$ cat src/rtl/buffer_pkg.sv
// Shared defaults and helpers for the word-granular buffer controller.
// Geometry here is the reference configuration; instances may override it.
package buffer_pkg;

  localparam int MEM_SIZE_DEF  = 8;
  localparam int PAR_WRITE_DEF = 4;
  localparam int PAR_READ_DEF  = 2;
  localparam int ADDR_W_DEF    = $clog2(MEM_SIZE_DEF);
  localparam int CNT_W_DEF     = $clog2(MEM_SIZE_DEF + 1);

  // True when an access of 'par' words tiles memory of 'mem' words exactly.
  function automatic bit par_tiles(int mem, int par);
    return (par > 0) && (par <= mem) && ((mem % par) == 0);
  endfunction

endpackage

$ cat src/rtl/buffer_if.sv
// Handshake and buffer-addressing bundle between controller, producer/consumer and RAM.
// Width parameters must match the controller instance they connect to.
interface buffer_if #(
  parameter int ADDRES_SIZE = buffer_pkg::ADDR_W_DEF,
  parameter int CNT_SIZE    = buffer_pkg::CNT_W_DEF
);

  logic                   in_valid;
  logic                   in_ready;
  logic                   out_valid;
  logic                   out_ready;
  logic                   wen;
  logic [ADDRES_SIZE-1:0] waddr;
  logic [ADDRES_SIZE-1:0] raddr;
  logic [CNT_SIZE-1:0]    count;
  logic                   full;
  logic                   empty;

  modport slave (
    input  in_valid, out_ready,
    output in_ready, out_valid, wen, waddr, raddr, count, full, empty
  );

  modport master (
    output in_valid, out_ready,
    input  in_ready, out_valid, wen, waddr, raddr, count, full, empty
  );

endinterface

$ cat src/rtl/buffer_ptr.sv
// Circular base-address pointer: advances by STEP modulo MODULUS, clr wins over adv.
// MODULUS is a multiple of STEP, so a wrap always lands exactly on zero.
module buffer_ptr #(
  parameter int ADDR_W  = buffer_pkg::ADDR_W_DEF,
  parameter int STEP    = buffer_pkg::PAR_WRITE_DEF,
  parameter int MODULUS = buffer_pkg::MEM_SIZE_DEF
) (
  input  logic              clk,
  input  logic              rst_n,
  input  logic              adv,
  input  logic              clr,
  output logic [ADDR_W-1:0] ptr
);

  localparam logic [ADDR_W:0] STEP_W = (ADDR_W + 1)'(STEP);
  localparam logic [ADDR_W:0] MOD_W  = (ADDR_W + 1)'(MODULUS);

  logic [ADDR_W-1:0] ptr_q;
  logic [ADDR_W-1:0] ptr_d;
  logic [ADDR_W:0]   sum;
  logic [ADDR_W:0]   wrapped;

  always_comb begin
    sum     = {1'b0, ptr_q} + STEP_W;
    wrapped = (sum >= MOD_W) ? (sum - MOD_W) : sum;
    ptr_d   = ptr_q;
    if (clr) begin
      ptr_d = '0;
    end else if (adv) begin
      ptr_d = wrapped[ADDR_W-1:0];
    end
  end

  always_ff @(posedge clk or negedge rst_n) begin
    if (!rst_n) begin
      ptr_q <= '0;
    end else begin
      ptr_q <= ptr_d;
    end
  end

  assign ptr = ptr_q;

endmodule

$ cat src/rtl/buffer_ctrl.sv
// Occupancy tracking and handshake for a RAM written PAR_WRITE words and read PAR_READ words at a time.
// Address pointers live in two buffer_ptr instances; count and flags are kept here.
module buffer_ctrl
  import buffer_pkg::*;
#(
  parameter int MEM_SIZE    = MEM_SIZE_DEF,
  parameter int PAR_WRITE   = PAR_WRITE_DEF,
  parameter int PAR_READ    = PAR_READ_DEF,
  parameter int ADDRES_SIZE = $clog2(MEM_SIZE),
  parameter int CNT_SIZE    = $clog2(MEM_SIZE + 1)
) (
  input logic      clk,
  input logic      rst_n,
  input logic      flush,
  buffer_if.slave  bus
);

  if (!par_tiles(MEM_SIZE, PAR_WRITE)) begin : g_bad_par_write
    $error("buffer_ctrl: MEM_SIZE must be a multiple of PAR_WRITE");
  end
  if (!par_tiles(MEM_SIZE, PAR_READ)) begin : g_bad_par_read
    $error("buffer_ctrl: MEM_SIZE must be a multiple of PAR_READ");
  end

  localparam logic [CNT_SIZE-1:0] MEM_C    = CNT_SIZE'(MEM_SIZE);
  localparam logic [CNT_SIZE-1:0] PW_C     = CNT_SIZE'(PAR_WRITE);
  localparam logic [CNT_SIZE-1:0] PR_C     = CNT_SIZE'(PAR_READ);
  localparam logic [CNT_SIZE-1:0] WR_LIMIT = CNT_SIZE'(MEM_SIZE - PAR_WRITE);

  logic [CNT_SIZE-1:0]    count_q;
  logic [CNT_SIZE-1:0]    count_d;
  logic                   in_ready;
  logic                   out_valid;
  logic                   wr_acc;
  logic                   rd_acc;
  logic [ADDRES_SIZE-1:0] waddr;
  logic [ADDRES_SIZE-1:0] raddr;

  // Free space >= PAR_WRITE is written as count <= MEM_SIZE-PAR_WRITE to avoid a subtract.
  always_comb begin
    in_ready  = !flush && (count_q <= WR_LIMIT);
    out_valid = !flush && (count_q >= PR_C);
    wr_acc    = bus.in_valid && in_ready;
    rd_acc    = bus.out_ready && out_valid;
    count_d   = count_q;
    if (flush) begin
      count_d = '0;
    end else begin
      if (wr_acc) count_d = count_d + PW_C;
      if (rd_acc) count_d = count_d - PR_C;
    end
  end

  always_ff @(posedge clk or negedge rst_n) begin
    if (!rst_n) begin
      count_q <= '0;
    end else begin
      count_q <= count_d;
    end
  end

  buffer_ptr #(
    .ADDR_W  (ADDRES_SIZE),
    .STEP    (PAR_WRITE),
    .MODULUS (MEM_SIZE)
  ) u_wptr (
    .clk   (clk),
    .rst_n (rst_n),
    .adv   (wr_acc),
    .clr   (flush),
    .ptr   (waddr)
  );

  buffer_ptr #(
    .ADDR_W  (ADDRES_SIZE),
    .STEP    (PAR_READ),
    .MODULUS (MEM_SIZE)
  ) u_rptr (
    .clk   (clk),
    .rst_n (rst_n),
    .adv   (rd_acc),
    .clr   (flush),
    .ptr   (raddr)
  );

  assign bus.in_ready  = in_ready;
  assign bus.out_valid = out_valid;
  assign bus.wen       = wr_acc;
  assign bus.waddr     = waddr;
  assign bus.raddr     = raddr;
  assign bus.count     = count_q;
  assign bus.full      = (count_q == MEM_C);
  assign bus.empty     = (count_q == '0);

endmodule

$ cat src/flat_wrapper.sv
// flat-port wrapper written by rule: the top's interface ports become plain ports
module buffer_ctrl_flat import buffer_pkg::*;
#(
  parameter int MEM_SIZE    = MEM_SIZE_DEF,
  parameter int PAR_WRITE   = PAR_WRITE_DEF,
  parameter int PAR_READ    = PAR_READ_DEF,
  parameter int ADDRES_SIZE = $clog2(MEM_SIZE),
  parameter int CNT_SIZE    = $clog2(MEM_SIZE + 1)
)
  (clk, rst_n, flush, bus_in_valid, bus_out_ready, bus_in_ready, bus_out_valid, bus_wen, bus_waddr, bus_raddr, bus_count, bus_full, bus_empty);
  buffer_if #(.ADDRES_SIZE(ADDRES_SIZE), .CNT_SIZE(CNT_SIZE)) bus_i ();
  input logic clk;
  input logic rst_n;
  input logic flush;
  input wire logic [$bits(bus_i.in_valid)-1:0] bus_in_valid;
  input wire logic [$bits(bus_i.out_ready)-1:0] bus_out_ready;
  output wire logic [$bits(bus_i.in_ready)-1:0] bus_in_ready;
  output wire logic [$bits(bus_i.out_valid)-1:0] bus_out_valid;
  output wire logic [$bits(bus_i.wen)-1:0] bus_wen;
  output wire logic [$bits(bus_i.waddr)-1:0] bus_waddr;
  output wire logic [$bits(bus_i.raddr)-1:0] bus_raddr;
  output wire logic [$bits(bus_i.count)-1:0] bus_count;
  output wire logic [$bits(bus_i.full)-1:0] bus_full;
  output wire logic [$bits(bus_i.empty)-1:0] bus_empty;
  assign bus_i.in_valid = bus_in_valid;
  assign bus_i.out_ready = bus_out_ready;
  assign bus_in_ready = bus_i.in_ready;
  assign bus_out_valid = bus_i.out_valid;
  assign bus_wen = bus_i.wen;
  assign bus_waddr = bus_i.waddr;
  assign bus_raddr = bus_i.raddr;
  assign bus_count = bus_i.count;
  assign bus_full = bus_i.full;
  assign bus_empty = bus_i.empty;
  buffer_ctrl #(.MEM_SIZE(MEM_SIZE), .PAR_WRITE(PAR_WRITE), .PAR_READ(PAR_READ), .ADDRES_SIZE(ADDRES_SIZE), .CNT_SIZE(CNT_SIZE)) u_core (.clk(clk), .rst_n(rst_n), .flush(flush), .bus(bus_i));
endmodule
$ cat config.mk
export PLATFORM = sky130hd
export DESIGN_NAME = buffer_ctrl_flat
export DESIGN_NICKNAME = d
export VERILOG_FILES = /design/src/rtl/buffer_pkg.sv /design/src/rtl/buffer_if.sv /design/src/rtl/buffer_ptr.sv /design/src/rtl/buffer_ctrl.sv /design/src/flat_wrapper.sv
export SDC_FILE = /design/constraint.sdc
export NUM_CORES = 1
export LEC_CHECK = 0
export BUFFER_PORTS_ARGS = -buffer_cell sky130_fd_sc_hd__clkbuf_2
export CAP_MARGIN = 0
export CORE_AREA = 5 5 42 44
export CTS_CLUSTER_DIAMETER = 30
export DETAILED_ROUTE_END_ITERATION = 10
export DIE_AREA = 0 0 47 49
export PLACE_DENSITY_LB_ADDON = 0.08
export SLEW_MARGIN = 0
export SYNTH_ARGS = -nofsm -noshare
export SYNTH_HDL_FRONTEND = slang
export SYNTH_SLANG_ARGS = --single-unit
export TNS_END_PERCENT = 30
$ cat constraint.sdc
create_clock -name clk -period 3.25 [get_ports clk]
set_clock_uncertainty 0.2 [all_clocks]
set_input_delay 0.1625 -clock clk [delete_from_list [all_inputs] [get_ports clk]]
set_output_delay 0.1625 -clock clk [all_outputs]
set_load 0.005 [all_outputs]
Word level (Yosys, flattened, before mapping)
Cells that the tools add are included.
Cells by class
  equality and inequality tests: 1
  add/sub/neg operators: 6
  order comparisons: 4
  mux-type cells: 10
  reductions and logical operators: 8
Operators by type and width (count)
  3-bit 2-to-1 mux: 6
  4-bit 2-to-1 mux: 4
  4-bit greater-or-equal comparator, second input constant: 2
  3-bit by 1-bit subtractor with 3-bit output, second input constant: 2
  3-bit by 2-bit adder with 4-bit output, second input constant: 1
  3-bit by 3-bit adder with 4-bit output, second input constant: 1
  4-bit by 3-bit adder with 4-bit output, second input constant: 1
  4-bit == test, second input constant: 1
  4-bit by 2-bit greater-or-equal comparator with 1-bit output, second input constant: 1
  4-bit by 3-bit less-or-equal comparator with 1-bit output, second input constant: 1
  1-bit logical AND: 4
  4-bit logical NOT: 1
  2-bit nonzero test: 2
  4-bit by 2-bit subtractor with 4-bit output, second input constant: 1
  1-bit logical NOT: 1
Storage, ports and cells
  input bits: 5
  logic and storage cells: 32
  output and inout port bits: 15
  register bits: 10

Longest topological paths before layout
  depth after elaboration: 8
  depth in mapped cells: 9

By module
A second synthesis with hierarchy kept.
Unflattened totals
  cells, all modules: 53
  area total of the unflattened synthesis: 478.0 µm²
By module, submodules not included
  buffer_ctrl: cells an instance 38, area each 321.6 µm², instances 1
  buffer_ptr at u_core.u_rptr: cells an instance 9, area each 100.1 µm², instances 1
  buffer_ptr at u_core.u_wptr: cells an instance 6, area each 56.3 µm², instances 1

Worst setup path after synthesis
No wires, ideal clock.
  path kind: register -> register
  start: register u_core.count_q[2] (netlist: u_core.bus.count[2])
  end: register u_core.count_q[2] (netlist: u_core.bus.count[2])
  buffers on the path: 0
  clock period less this slack: 1968 ps
  slack: 1282 ps
  library setup time: 77 ps
  required time: 2973 ps
  cell stages (with the launch flop): 9
  arrival: 1691 ps
  path through: dfrtp_1 inv_1 ha_1 o21bai_1 a21oi_1 a31oi_1 ha_1 a31o_1 a21oi_1
Between the ends
  word-level cells in the longest chain between the ends: 8
  elaborated cells on any way between the ends: 12
  classes of those cells: add/sub (2); order compare (2); mux (4); reduce/logical (4)
Ends and longest elaborated chain
  start, declared: line buffer_ctrl.sv:30  | logic [CNT_SIZE-1:0] count_q;
  start signal, assigned: line buffer_ctrl.sv:58  | count_q <= count_d;
  4-bit by 3-bit less-or-equal comparator with 1-bit output: line buffer_ctrl.sv:41  | in_ready = !flush && (count_q <= WR_LIMIT);
  1-bit logical AND: line buffer_ctrl.sv:41
  1-bit logical AND: line buffer_ctrl.sv:43  | wr_acc = bus.in_valid && in_ready;
  4-bit 2-to-1 mux: line buffer_ctrl.sv:49  | if (wr_acc) count_d = count_d + PW_C;
  4-bit 2-to-1 mux: line buffer_ctrl.sv:46  | if (flush) begin
  4-bit by 2-bit subtractor with 4-bit output: line buffer_ctrl.sv:50  | if (rd_acc) count_d = count_d - PR_C;
  4-bit 2-to-1 mux (*): line buffer_ctrl.sv:50
  4-bit 2-to-1 mux (*): line buffer_ctrl.sv:46
  via u_core.count_d[2]: line buffer_ctrl.sv:31  | logic [CNT_SIZE-1:0] count_d;
Mark *: on every way through the listed nets, which the timed path passes. The rest lies on a longest branch. The select of a mux whose other input is x is not followed.
A chain may end at the register's enable or synchronous reset.

Worst setup path after layout
Same ends and word-level chain as after synthesis.

==> impl_results.md <==
* Outcome: finished, final reports clean
* Clk pwr share at around 15%
* WL/cell at about 11 um
* F_max at 0.460 GHz
* Ports at 20
* Initial antenna violation count at 0
* CTS resizes at 0
* Ys Warns at 0
* Chip width at 47 um
* Pre-antenna DRT Iters at 3
* Min cycle time layout at approximately 2.2 ns
* Share of the synthesized area in the top cell type at 33.4%
* Maximum vdd drop at approximately 0.00029 V
* GRT Total Usage at 10.1%
* NumNets Final at a little over 80
* Row cnt at 14
* Most used DFF post-synth: dfrtp_1
* Most common cell in the netlist: nor2_1
* Worst Reg-to-Reg Cells at 8
* Distinct cells, synth at 25
* Hold Crit Class: in2reg
* Final non-filler cell total at 87
* Worst Setup SP: u_core.bus.count[2]
* Sequential share of power at roughly 28%
* CP Capture Type: register
* Placed cell count at just over 80
* CTS Buf Count at 3
* Vias/cell at around 4.4
* Die Ht at a little under 50 um
* H-tree depth at 1
* Critical path class: reg2reg
* Post-synth top cells: nor2_1, dfrtp_1, a21oi_1, buf_4, inv_1
* Max-slew violation count at 0
* Max clock buf depth at 2
* Logic pwr share at a little under three fifths
* # setup viols final at 0
* Post-synth EDFFs at 0
* Starting Density at between 30% and 40%
* Synth Register Bits at 6
* Via count at 385
* Cells after Synth at 54
* Sink Count at 6
* Detailed Place HPWL at 764 um
* Largest net degree at the start of global routing at 11
* Cell Area, Synth at approximately 450 sq um
* Grt total ovfl at 0
* FF-to-FF End: u_core.bus.count[2]
* Clk root buf: clkbuf_4
* Period utilization at about two thirds
* Gpl congestion at roughly 0.70
* Seq/Total Area, Yosys at 33.4%
* Hold depth at 2
* Crit Path Max Fanout at 8
* Leading area contributor after synthesis: dfrtp_1
* Clk_lat worst skew at roughly 0.24 ns
* Sw Ratio at around 43%
* Number of global-route vias before repair at between 300 and 400
* Startpoint Class: register
* Setup_tns at 0 ns
* Max capacitance violation total at 0
* Reg2reg start: u_core.bus.count[2]
* Crit path arrival time at approximately 2.1 ns
* Antenna cells at 0
* # DRC at 0
* R2R Setup Slk at 1.07 ns
* Internal power at around 0.00026 W
* Fraction of layout cells with a size suffix above 1 at a little under a third
* Worst setup path endpoint: u_core.bus.count[2]
* First-pass GRT wire length at between 1500 and 2000 um
* DR iter-0 viols at 4
* # Post-CTS Setup Buffers at 0
* Port bufs at 15
* Worst-path clk slew at 0.05 ns
* Core box area at ~1400 sq um
* Mean Syn Cell Area at just over 8 sq um
* Pwr dens at 841 nW/um^2
* Sw power at 0.000201 W
* RSZ-0062 raised after global routing: false
* Req. time, crit path at around 3.2 ns
* Die area at about 2300 sq um
* Syn-to-layout area delta at 23.1%
* P_leak at between 0.2 and 0.3 nW
* Post-Route WL at ~970 um
* Synth async-reset ratio at between 90% and 100%
* Final Hold Vio Count at 0
* TritonCTS clock tree: built
* Antenna viol nets, final at 0
* Top cells by area, synth: dfrtp_1, ha_1, buf_4, nor2_1, xor2_1
-- what timing repair did --
action                     4_1_cts  5_1_grt
setup endpoints to repair        0        0
hold buffers                     1        0
hold endpoints to repair         6        0
-- routing by layer --
metal  share of wire (%)  routed length (um)  global-route usage, %  vias up
met2                  49                 471                   13.8       10
li1                    -                   -                      -      204
met5                   0                   0                      0        -
met4                   0                   0                   6.91        0
met3                 4.6                  44                   1.11        0
met1                  47                 450                   14.1      171
-- power by group through the flow --
stage	sequential (W)	clock, W	combinational (W)
global placement	0.000131	0	0.000273
detailed placement	0.000132	0	0.000272
global route	0.000137	0.0000769	0.000307
CTS	0.000131	0.0000713	0.000275
finish	0.000130	0.0000679	0.000267
floorplan	0.000129	0	0.000184
-- critical path, cell delays in order (launching register included) --
cell      delay [ns]
dfrtp_1         0.39
inv_1           0.13
ha_1            0.33
o21bai_1        0.15
a21oi_1         0.08
a31oi_1         0.24
ha_1            0.28
a31o_1          0.20
a21oi_1         0.10
-- flip-flops by register name (all words and copies together) (netlist names) --
name               flops
u_core.bus.count       3
u_core.u_wptr.ptr      1
u_core.u_rptr.ptr      2
-- kinds of logic after synthesis --
kind of cell | Yosys count | share of synthesized area, %
and+or+nand+nor | 21 | 26.2
AOI/OAI and AO/OA | 10 | 13.4
buffers and inverters | 10 | 12.0
DFF | 6 | 33.4
xor gates and xnor gates | 3 | 5.85
adders and majority gates | 3 | 8.36
other | 1 | 0.835
-- metrics by stage --
stage	util, %	setup slack (ns)	area [sq um]	hold slack (ns)	total power, W
4_1_cts	39.5	1.03	553	0.0322	0.000477
3_5_place_dp	37.1	1.04	520	-0.199	0.000404
3_3_place_gp	37.1	1.10	520	-0.199	0.000404
5_1_grt	39.5	0.869	553	0.0402	0.000521
2_1_floorplan	-	1.28	460	-0.333	0.000313
6_report	39.5	1.07	553	0.0316	0.000465
-- cell usage in the layout (no fill, tap or decap) --
cell type,instances
clkbuf_2,15
nor2_1,8
dfrtp_1,6
inv_1,4
a21oi_1,4
conb_1,4
nor2b_1,3
xor2_1,3
ha_1,3
clkbuf_4,3
nand2b_1,2
o21ai_1,2
o21bai_1,1
a31oi_1,1
nand2b_2,1
nand2_1,1
a31o_1,1
nor3b_1,1
inv_2,1
o211ai_1,1
nand3_2,1
and3_1,1
nor3_2,1
nor3_1,1
nand3_1,1
dlygate4sd3_1,1
-- worst min-delay path by stage --
stage | start | end | slack, ns
2_1_floorplan | rst_n | u_core.bus.count[1] | -0.33
3_3_place_gp | rst_n | u_core.u_wptr.ptr[2] | -0.20
3_5_place_dp | rst_n | u_core.u_rptr.ptr[2] | -0.20
4_1_cts | flush | u_core.bus.count[3] | 0.03
5_1_grt | flush | u_core.u_wptr.ptr[2] | 0.04
6_report | flush | u_core.bus.count[3] | 0.03
-- layout make-up --
type	count	area [sq um]
Timing Repair Buffer	16	85.1
Sequential cell	6	150
Clock buffer	3	22.5
Tap cell	16	20.0
Fill cell	155	848
Inverter	5	18.8
Multi-Input combinational cell	41	256
Power figures use the tool's default switching activity.
